[src/rtl/uart_tx_serializer.sv]
// UART transmit serializer: start bit, LSB-first data, optional parity, stop bit.
// Bit timing comes from a per-frame latched prescale, clamped to a minimum of 4.
module uart_tx_serializer #(
    parameter int DATA_WIDTH = 8
) (
    input  logic                  CLK,
    input  logic                  RST,
    input  logic [DATA_WIDTH-1:0] P_DATA,
    input  logic                  DATA_VALID,
    input  logic                  PAR_EN,
    input  logic                  PAR_TYP,
    input  logic [5:0]            prescale,
    output logic                  TX_OUT,
    output logic                  busy
);

    localparam int BW = (DATA_WIDTH > 1) ? $clog2(DATA_WIDTH) : 1;
    localparam logic [BW-1:0] LAST_BIT = BW'(DATA_WIDTH - 1);
    localparam logic [5:0] MIN_PRESC = 6'd4;

    typedef enum logic [2:0] {
        IDLE,
        START,
        DATA,
        PARITY,
        STOP
    } state_e;

    state_e                state_q, state_d;
    logic [5:0]            cnt_q, cnt_d;
    logic [5:0]            presc_q, presc_d;
    logic [DATA_WIDTH-1:0] shift_q, shift_d;
    logic [BW-1:0]         bit_q, bit_d;
    logic                  par_en_q, par_en_d;
    logic                  par_bit_q, par_bit_d;
    logic                  tx_q, tx_d;
    logic                  busy_q, busy_d;

    logic                  bit_end;
    logic                  last_bit;

    assign bit_end  = (cnt_q == (presc_q - 6'd1));
    assign last_bit = (bit_q == LAST_BIT);

    assign TX_OUT = tx_q;
    assign busy   = busy_q;

    always_comb begin
        state_d   = state_q;
        cnt_d     = cnt_q;
        presc_d   = presc_q;
        shift_d   = shift_q;
        bit_d     = bit_q;
        par_en_d  = par_en_q;
        par_bit_d = par_bit_q;
        tx_d      = 1'b1;
        busy_d    = (state_q != IDLE);

        unique case (state_q)
            IDLE: begin
                cnt_d = 6'd0;
                bit_d = '0;
                if (DATA_VALID) begin
                    shift_d   = P_DATA;
                    par_en_d  = PAR_EN;
                    par_bit_d = (^P_DATA) ^ PAR_TYP;
                    presc_d   = (prescale < MIN_PRESC) ? MIN_PRESC : prescale;
                    state_d   = START;
                end
            end
            START: begin
                tx_d = 1'b0;
                if (bit_end) begin
                    cnt_d   = 6'd0;
                    bit_d   = '0;
                    state_d = DATA;
                end else begin
                    cnt_d = cnt_q + 6'd1;
                end
            end
            DATA: begin
                tx_d = shift_q[0];
                if (bit_end) begin
                    cnt_d   = 6'd0;
                    shift_d = shift_q >> 1;
                    if (last_bit) begin
                        state_d = par_en_q ? PARITY : STOP;
                    end else begin
                        bit_d = bit_q + 1'b1;
                    end
                end else begin
                    cnt_d = cnt_q + 6'd1;
                end
            end
            PARITY: begin
                tx_d = par_bit_q;
                if (bit_end) begin
                    cnt_d   = 6'd0;
                    state_d = STOP;
                end else begin
                    cnt_d = cnt_q + 6'd1;
                end
            end
            STOP: begin
                tx_d = 1'b1;
                if (bit_end) begin
                    cnt_d   = 6'd0;
                    state_d = IDLE;
                end else begin
                    cnt_d = cnt_q + 6'd1;
                end
            end
            default: begin
                state_d = IDLE;
                cnt_d   = 6'd0;
            end
        endcase
    end

    // Reset wins over everything, so a request on a reset cycle is dropped.
    always_ff @(posedge CLK) begin
        if (RST) begin
            state_q   <= IDLE;
            cnt_q     <= 6'd0;
            presc_q   <= 6'd0;
            shift_q   <= '0;
            bit_q     <= '0;
            par_en_q  <= 1'b0;
            par_bit_q <= 1'b0;
            tx_q      <= 1'b1;
            busy_q    <= 1'b0;
        end else begin
            state_q   <= state_d;
            cnt_q     <= cnt_d;
            presc_q   <= presc_d;
            shift_q   <= shift_d;
            bit_q     <= bit_d;
            par_en_q  <= par_en_d;
            par_bit_q <= par_bit_d;
            tx_q      <= tx_d;
            busy_q    <= busy_d;
        end
    end

endmodule

[config.mk]
export PLATFORM = sky130hd
export DESIGN_NAME = uart_tx_serializer
export DESIGN_NICKNAME = d
export VERILOG_FILES = /design/src/rtl/uart_tx_serializer.sv
export SDC_FILE = /design/constraint.sdc
export NUM_CORES = 1
export LEC_CHECK = 0
export BUFFER_PORTS_ARGS = -buffer_cell sky130_fd_sc_hd__buf_2
export CORE_MARGIN = 2
export CORE_UTILIZATION = 35
export CTS_BUF_LIST = sky130_fd_sc_hd__clkbuf_8
export DETAILED_ROUTE_END_ITERATION = 8
export SLEW_MARGIN = 20
export SYNTH_ARGS = -nofsm -noshare
export SYNTH_HDL_FRONTEND = slang
export SYNTH_SLANG_ARGS = --single-unit
[constraint.sdc]
create_clock -name CLK -period 2.81 [get_ports CLK]
set_input_delay 0.4215 -clock CLK [delete_from_list [all_inputs] [get_ports CLK]]
set_output_delay 0.4215 -clock CLK [all_outputs]
set_load 0.01 [all_outputs]
# After elaboration in Yosys (flattened, before gate mapping)
# Index checks and enable logic that the tools add are counted.
[word_totals] rom_bits=0 latchBits=0 mem_bits_rw=0 register_bits=30 input_bits=19 memories=0
[op_classes] n_eq_ne=13 n_div=0 mul=0 magnitude_cmp=1 shift=0 n_addsub=3 reduce_logical=11 bitwise_logic=2 mux=16
[ops] cell="3-bit 2-to-1 mux" count=9
[ops] cell="8-bit 2-to-1 mux" count=2
[ops] cell="8-bit one-hot mux with 2 select lines" count=1
[ops] cell="3-bit one-hot mux with 5 select lines" count=1
[ops] cell="2-bit != test (second input constant)" count=7
[ops] cell="3-bit one-hot mux with 3 select lines" count=1
[ops] cell="8-bit parity" count=1
[ops] cell="6-bit by 1-bit adder with 6-bit output (second input constant)" count=1
[ops] cell="3-bit by 2-bit equality test with 1-bit output (second input constant)" count=2
[ops] cell="3-bit equality test (second input constant)" count=2
[ops] cell="6-bit equality test" count=1
[ops] cell="6-bit by 3-bit less-than comparator with 1-bit output (second input constant)" count=1
[ops] cell="6-bit 2-to-1 mux" count=1
[ops] cell="6-bit AND reduction" count=1
[ops] cell="3-bit nonzero test" count=2
[ops] cell="6-bit by 1-bit subtractor with 6-bit output (second input constant)" count=1
[ops] cell="4-bit AND reduction" count=1
[ops] cell="4-bit OR reduction" count=1
[ops] cell="3-bit by 1-bit adder with 3-bit output (second input constant)" count=1
[ops] cell="3-bit by 1-bit equality test with 1-bit output (second input constant)" count=1
[ops] cell="3-bit zero test" count=1
[ops] cell="1-bit one-hot mux with 3 select lines" count=1
[ops] cell="3-bit AND reduction" count=1
[ops] cell="3-bit OR reduction" count=1
[ops] cell="other kinds (4)" count=4

# Longest topological paths before layout
# Gate-level depths: netlist of run 1.
[depth] word_depth=4 depth_mapped=8

# Worst setup path after synthesis of run 1
# No wires, ideal clock.
[synth_path] path_kind="register to register" start="register presc_q[0]" end="register bit_q[1]" setup_slack_ns=0.620 setup_ns=0.070 arrival_ns=2.120 stages_incl_launch_ff=6 required_time_ns=2.740 path_buffers=0 period_less_slack_ns=2.190 cell_sequence="dfxtp_1 > or4_1 > or3_4 > a2111o_1 > or3_1 > a21oi_1"
[synth_between] elab_chain_cells=4
[synth_rtl] element="from (decl)" line_no="31" text="logic [5:0] presc_q, presc_d;"
[synth_rtl] element="from (signal assigned)" line_no="135" text="presc_q <= presc_d;"
[synth_rtl] element="6-bit by 1-bit subtractor with 6-bit output *" line_no="42" text="assign bit_end = (cnt_q == (presc_q - 6'd1));"
[synth_rtl] element="6-bit equality test *" line_no="42"
[synth_rtl] element="2-bit != test (no source line)"
[synth_rtl] element="4-bit AND reduction (no source line) *"
[synth_rtl] element="to (signal assigned)" line_no="137" text="bit_q <= bit_d;"
[synth_rtl] element="to (decl)" line_no="33" text="logic [BW-1:0] bit_q, bit_d;"
# Every way passes the cells marked *; elsewhere a longest branch is shown, timed or not.
# A chain may end at the register's enable or synchronous reset.

# Worst setup path after layout of run 1
[layout_path] start="register presc_q[0]" end="register bit_q[0]"
# Same word-level chain as after synthesis.

==> flow_summary.json, run 1 <==
{
  "path_max_fanout": 8,
  "holdCritPathClass": "in -> reg",
  "synthTopCellsByArea": "dfxtp_1, nand2_1, xnor2_1, nor2_1, xor2_1",
  "cts_resized": 0,
  "place.port_buffers": 20,
  "syn_area_mm2": 0.00171,
  "synth-edff-count": 0,
  "setup.worst_path.start_class": "register",
  "cts_root_buffer": "clkbuf_8",
  "fmax_ghz": 0.427,
  "p_leak_uw": 0.000774,
  "cp.arrival_ns": 2.54,
  "grt_overflow": 0,
  "tns_ns": 0,
  "wl_per_cell_um": 12.7,
  "coreArea_mm2": 0.00472,
  "rows": 25,
  "hpwl_um": 2630,
  "maxCapViolations": 0,
  "vdd_ir_drop_max_mv": 0.218,
  "clk_latency_ns": 0.29,
  "gp_congestion": 0.793,
  "ys_warn_count": 0,
  "path_class": "reg -> reg",
  "fin_crit_ns": 2.34,
  "outcome": "finished, final reports clean",
  "finalClockSkew_ns": 0.00547,
  "yosysSeqAreaShare_pct": 35.2,
  "mostFrequentLayoutCells": "dfxtp_1, nand2_1, nor2_1, buf_2",
  "synth_cells": 213,
  "antenna_left": 0,
  "setup_viol": 0,
  "grt_usage_pct": 15.8,
  "via_per_inst": 5.14,
  "slew_viol_final": 0,
  "finalWirelength_um": 3820,
  "start_util_pct": 36.2,
  "die-area_mm2": 0.00545,
  "die_y_um": 73.9,
  "critPathRequiredTime_ns": 3.01,
  "tritoncts": "done",
  "cts_setup_buffers": 0,
  "finalHoldViolations": 0,
  "async_flop_share_pct": 0,
  "tightestPinTransition_ns": 0.598,
  "layout_commonest_cell": "dfxtp_1",
  "num_antenna_cells": 0,
  "nets": 255,
  "p_per_area_mw_per_mm2": 592,
  "grt_pass1_wl_um": 6490,
  "dr_total_vias": 1541,
  "firstDrtPassIters": 4,
  "syn_nets": 236,
  "grt_pass1_vias": 1402,
  "antenna_found_initial": 0,
  "clk_pin_slew_ns": 0.07,
  "die_w_um": 73.9,
  "ys_ff_latch": 30,
  "slew_headroom_pct": 60.0,
  "drt_iter0_drc": 70,
  "hold_slack_ns": 0.370,
  "rsz0062_at_grt": "false",
  "syn_to_final_growth_pct": 18.0,
  "final_layout_size_suffix_gt1_share_pct": 21.0,
  "clock-sinks": 30,
  "cts_hold_buffers": 0,
  "htree_levels": 2,
  "pin_count": 21,
  "yosys_most_used_dff": "dfxtp_1",
  "drc": 0,
  "synth_top_cell_by_area": "dfxtp_1",
  "synthDistinctLibCells": 48,
  "finalPower_uw": 1190,
  "min_period_over_period_pct": 83.4,
  "fillCellCount": 490,
  "end_kind": "register",
  "cts.path.max_buffers": 2,
  "synth_top_area_share_pct": 35.2,
  "cts_buffers": 5,
  "grt_start_max_net_pins": 29,
  "syn_avg_cell_area_um2": 8.02
}
## worst max-delay path: stages, from the launching register on
cell	delay (ns)
dfxtp_1	0.35
or4_1	0.55
or3_4	0.36
a211oi_2	0.53
nand2_2	0.16
o41ai_2	0.31
## sequential cells by signal (all words and copies together), names as in the netlist
| name | cells |
|---|---|
| state_q | 3 |
| presc_q | 6 |
| par_en_q | 1 |
| TX_OUT | 1 |
| par_bit_q | 1 |
| busy | 1 |
| cnt_q | 6 |
| bit_q | 3 |
| shift_q | 8 |
## final cells by class
| cell class | count | area (um2) | area share [%] |
|---|---|---|---|
| multi-input combinational | 168 | 1050 | 52.1 |
| sequential | 30 | 601 | 29.8 |
| timing repair buffer | 23 | 123 | 6.08 |
| tap | 67 | 83.8 | 4.16 |
| clock buffer | 6 | 82.6 | 4.10 |
| clock inverter | 2 | 60.1 | 2.98 |
| inverter | 4 | 15.0 | 0.745 |
## synth_stat cells (2+ instances only)
cell type,count
inv_1,4
a211o_1,2
nor2b_1,2
nand3_1,7
o211a_1,3
a31oi_1,4
xnor2_1,12
nor2_1,20
dfxtp_1,30
nand2_1,29
a22oi_1,2
or2_2,8
clkbuf_1,11
nand2b_1,2
nor4_1,2
a21oi_1,12
ha_1,4
a31o_2,4
nor3_1,11
xor2_1,7
or3_1,2
a211oi_1,2
nand3b_1,3
o21ai_0,6
## report_power, final
group          internal, uW  switching (uW)
Clock                   378             182
Sequential              446            18.2
Combinational          70.2            97.1
Total                   895             298
## metrics by stage
stage               utilization (%)  worst slack, ns  std cells  instance area [um2]
floorplan                         -            0.620        213                 1710
global placement               39.7            0.513        292                 1870
detailed placement             39.7            0.464        292                 1870
CTS                            42.7            0.452        300                 2020
global route                   42.7            0.240        300                 2020
finish                         42.7            0.467        300                 2020
## cells by family (layout without fill, tap and decap cells)
group                    count (synthesis)  in the layout  share of synthesized area (%)
flip-flops                              30             30                           35.2
AND/OR/NAND/NOR                         96             96                           27.9
multiplexers                             1              1                          0.586
XOR/XNOR                                19             19                           9.74
AO/OA/AOI/OAI                           48             48                           20.4
adder cells (fa/ha/maj)                  4              4                           2.93
buffers and inverters                   15             35                           3.30
## worst paths after layout
| path | start | slack, ns | end | cells after the start |
|---|---|---|---|---|
| max | presc_q[0] | 0.47 | bit_q[0] | 5 |
| min | PAR_EN | 0.37 | par_en_q | 3 |
| max reg2reg | presc_q[0] | 0.47 | bit_q[0] | 5 |
| min reg2reg | presc_q[5] | 0.49 | presc_q[5] | 2 |
## metal layers
layer | GRT usage [%] | vias to the layer above | share of wire [%]
met5 | 0 | - | 0
met4 | 7.88 | 0 | 2.0
met3 | 4.12 | 7 | 4.3
met2 | 24.1 | 38 | 43
met1 | 20.4 | 700 | 50
li1 | - | 796 | -
No activity file was read; power rests on OpenSTA's default activity.
==> run 2: changes to the inputs <==
==> constraint.sdc (replaced) <==
create_clock -name CLK -period 2.4 [get_ports CLK]
set_input_delay 0.36 -clock CLK [delete_from_list [all_inputs] [get_ports CLK]]
set_output_delay 0.36 -clock CLK [all_outputs]
set_load 0.01 [all_outputs]
==> run 2 against run 1 <==
Register-to-register slack got worse by 0.33 ns; hold slack got worse by 0.056 ns; via count is 0.13% lower; non-clock buffer count rose by 4; maximum frequency up 3.6%; combinational power up 21%; critical endpoint is now bit_q[1]; largest power group is now sequential cells.
==> flow_summary.json, run 2 (same netlist as run 1, synthesis figures left out) <==
{
  "outcome": "finished, final reports clean",
  "finalHoldViolations": 0,
  "place.port_buffers": 20,
  "slew_headroom_pct": 65.9,
  "antenna_found_initial": 0,
  "vdd_ir_drop_max_mv": 0.311,
  "wl_per_cell_um": 12.3,
  "clock-sinks": 30,
  "fin_crit_ns": 2.26,
  "stdcell_count": 304,
  "start_util_pct": 36.2,
  "cp_cell_sequence": "or4_1 > or3_4 > a2111o_1 > or3_1 > a21oi_1",
  "slew_viol_final": 0,
  "drt_iter0_drc": 74,
  "cts_root_buffer": "clkbuf_8",
  "mostFrequentLayoutCells": "dfxtp_1, nand2_1, nor2_1, buf_2",
  "path_max_fanout": 5,
  "finalWirelength_um": 3730,
  "cts_buffers": 5,
  "tns_ns": 0,
  "die_w_um": 73.9,
  "cts_hold_buffers": 0,
  "grt_pass1_wl_um": 6760,
  "layout_commonest_cell": "dfxtp_1",
  "setup_viol": 0,
  "p_leak_uw": 0.000775,
  "die-area_mm2": 0.00545,
  "syn_to_final_growth_pct": 17.0,
  "holdCritPathClass": "in -> reg",
  "firstDrtPassIters": 4,
  "nets": 259,
  "largest_register_ffs": 8,
  "dr_total_vias": 1539,
  "finalClockSkew_ns": 0.00523,
  "place_inst": 296,
  "max_stage_delay_ns": 0.53,
  "top_regs": "shift_q: 8 flops, cnt_q: 6 flops, presc_q: 6 flops",
  "p_per_area_mw_per_mm2": 583,
  "num_antenna_cells": 0,
  "cp.arrival_ns": 2.48,
  "clk_latency_ns": 0.28,
  "via_per_inst": 5.06,
  "drc": 0,
  "setup.worst_path.start_class": "register",
  "path_class": "reg -> reg",
  "path_delay_family": "simple AND/OR/NAND/NOR gates",
  "die_y_um": 73.9,
  "min_period_over_period_pct": 94.2,
  "grt_start_max_net_pins": 29,
  "end_kind": "register",
  "grt_usage_pct": 16.2,
  "rows": 25,
  "clk_pin_slew_ns": 0.07,
  "antenna_left": 0,
  "gp_congestion": 0.757,
  "top_register": "shift_q",
  "final_layout_size_suffix_gt1_share_pct": 22.4,
  "pin_count": 21,
  "maxCapViolations": 0,
  "rsz0062_at_grt": "false",
  "htree_levels": 2,
  "fmax_ghz": 0.442,
  "critPathRequiredTime_ns": 2.62,
  "critPathSlowestCell": "or4_1",
  "cts.path.max_buffers": 2,
  "grt_pass1_vias": 1516,
  "coreArea_mm2": 0.00472,
  "grt_overflow": 0,
  "hpwl_um": 2680,
  "path_buf_inv": 0,
  "tritoncts": "done",
  "tightestPinTransition_ns": 0.510
}
[run 2: changes by cell type in the layout (fill, tap and decap cells not counted)]
cell       before  now
clkinv_2        0    1
bufinv_16       2    0
inv_1           4    5
o21ai_2         0    1
o21ai_1         1    0
buf_4           3    7
[run 2: worst register-to-register path, cell delays in order, from the launching register on]
cell and delay (ns):
dfxtp_1 0.33, or4_1 0.53, or3_4 0.36, a2111o_1 0.47
or3_1 0.36, a21oi_1 0.14
[run 2: worst paths after layout]
kind | start | to | slack (ns) | cells past startpoint
worst max-delay path | presc_q[1] | bit_q[1] | 0.14 | 5
worst min-delay path | prescale[1] | presc_q[1] | 0.31 | 3
worst max register to register | presc_q[1] | bit_q[1] | 0.14 | 5
worst min register to register | cnt_q[0] | cnt_q[0] | 0.48 | 1
[run 2: stage by stage]
step           util, %  hold WS [ns]  setup slack [ns]  total power [uW]  cell area (um2)
4_1_cts           42.2         0.312             0.126              1180             1990
3_3_place_gp      40.3         0.457             0.165               756             1900
5_1_grt           42.3         0.336            0.0459              1230             2000
2_1_floorplan        -         0.440             0.210               691             1710
3_5_place_dp      40.3         0.463             0.163               756             1900
6_report          42.3         0.314             0.138              1160             2000
[run 2: area by class of cell]
cell class	count	area (um2)
Clock buffer	6	82.6
Clock inverter	2	8.76
Fill cell	485	2730
Inverter	4	15.0
Multi-Input combinational cell	168	1050
Sequential cell	30	601
Tap cell	67	83.8
Timing Repair Buffer	27	153
[run 2: routing by layer]
layer	global-route usage, %	part of all wire (%)	vias to the layer above	routed length, um
li1	-	-	806	-
met1	21.4	50	698	1880
met2	24.2	44	29	1630
met3	4.53	3.9	6	147
met4	7.47	1.9	0	71
met5	0	0	-	0
[run 2: what timing repair did]
action                     4_1_cts  5_1_grt
gates resized for setup          0        1
buffers inserted                 0        0
setup endpoints to repair        0        2
[run 2: where the power goes]
part	internal (uW)	total, uW	switching (uW)
Sequential	523	542	19.6
Clock	227	420	194
Combinational	88.9	202	113
Total	838	1160	326
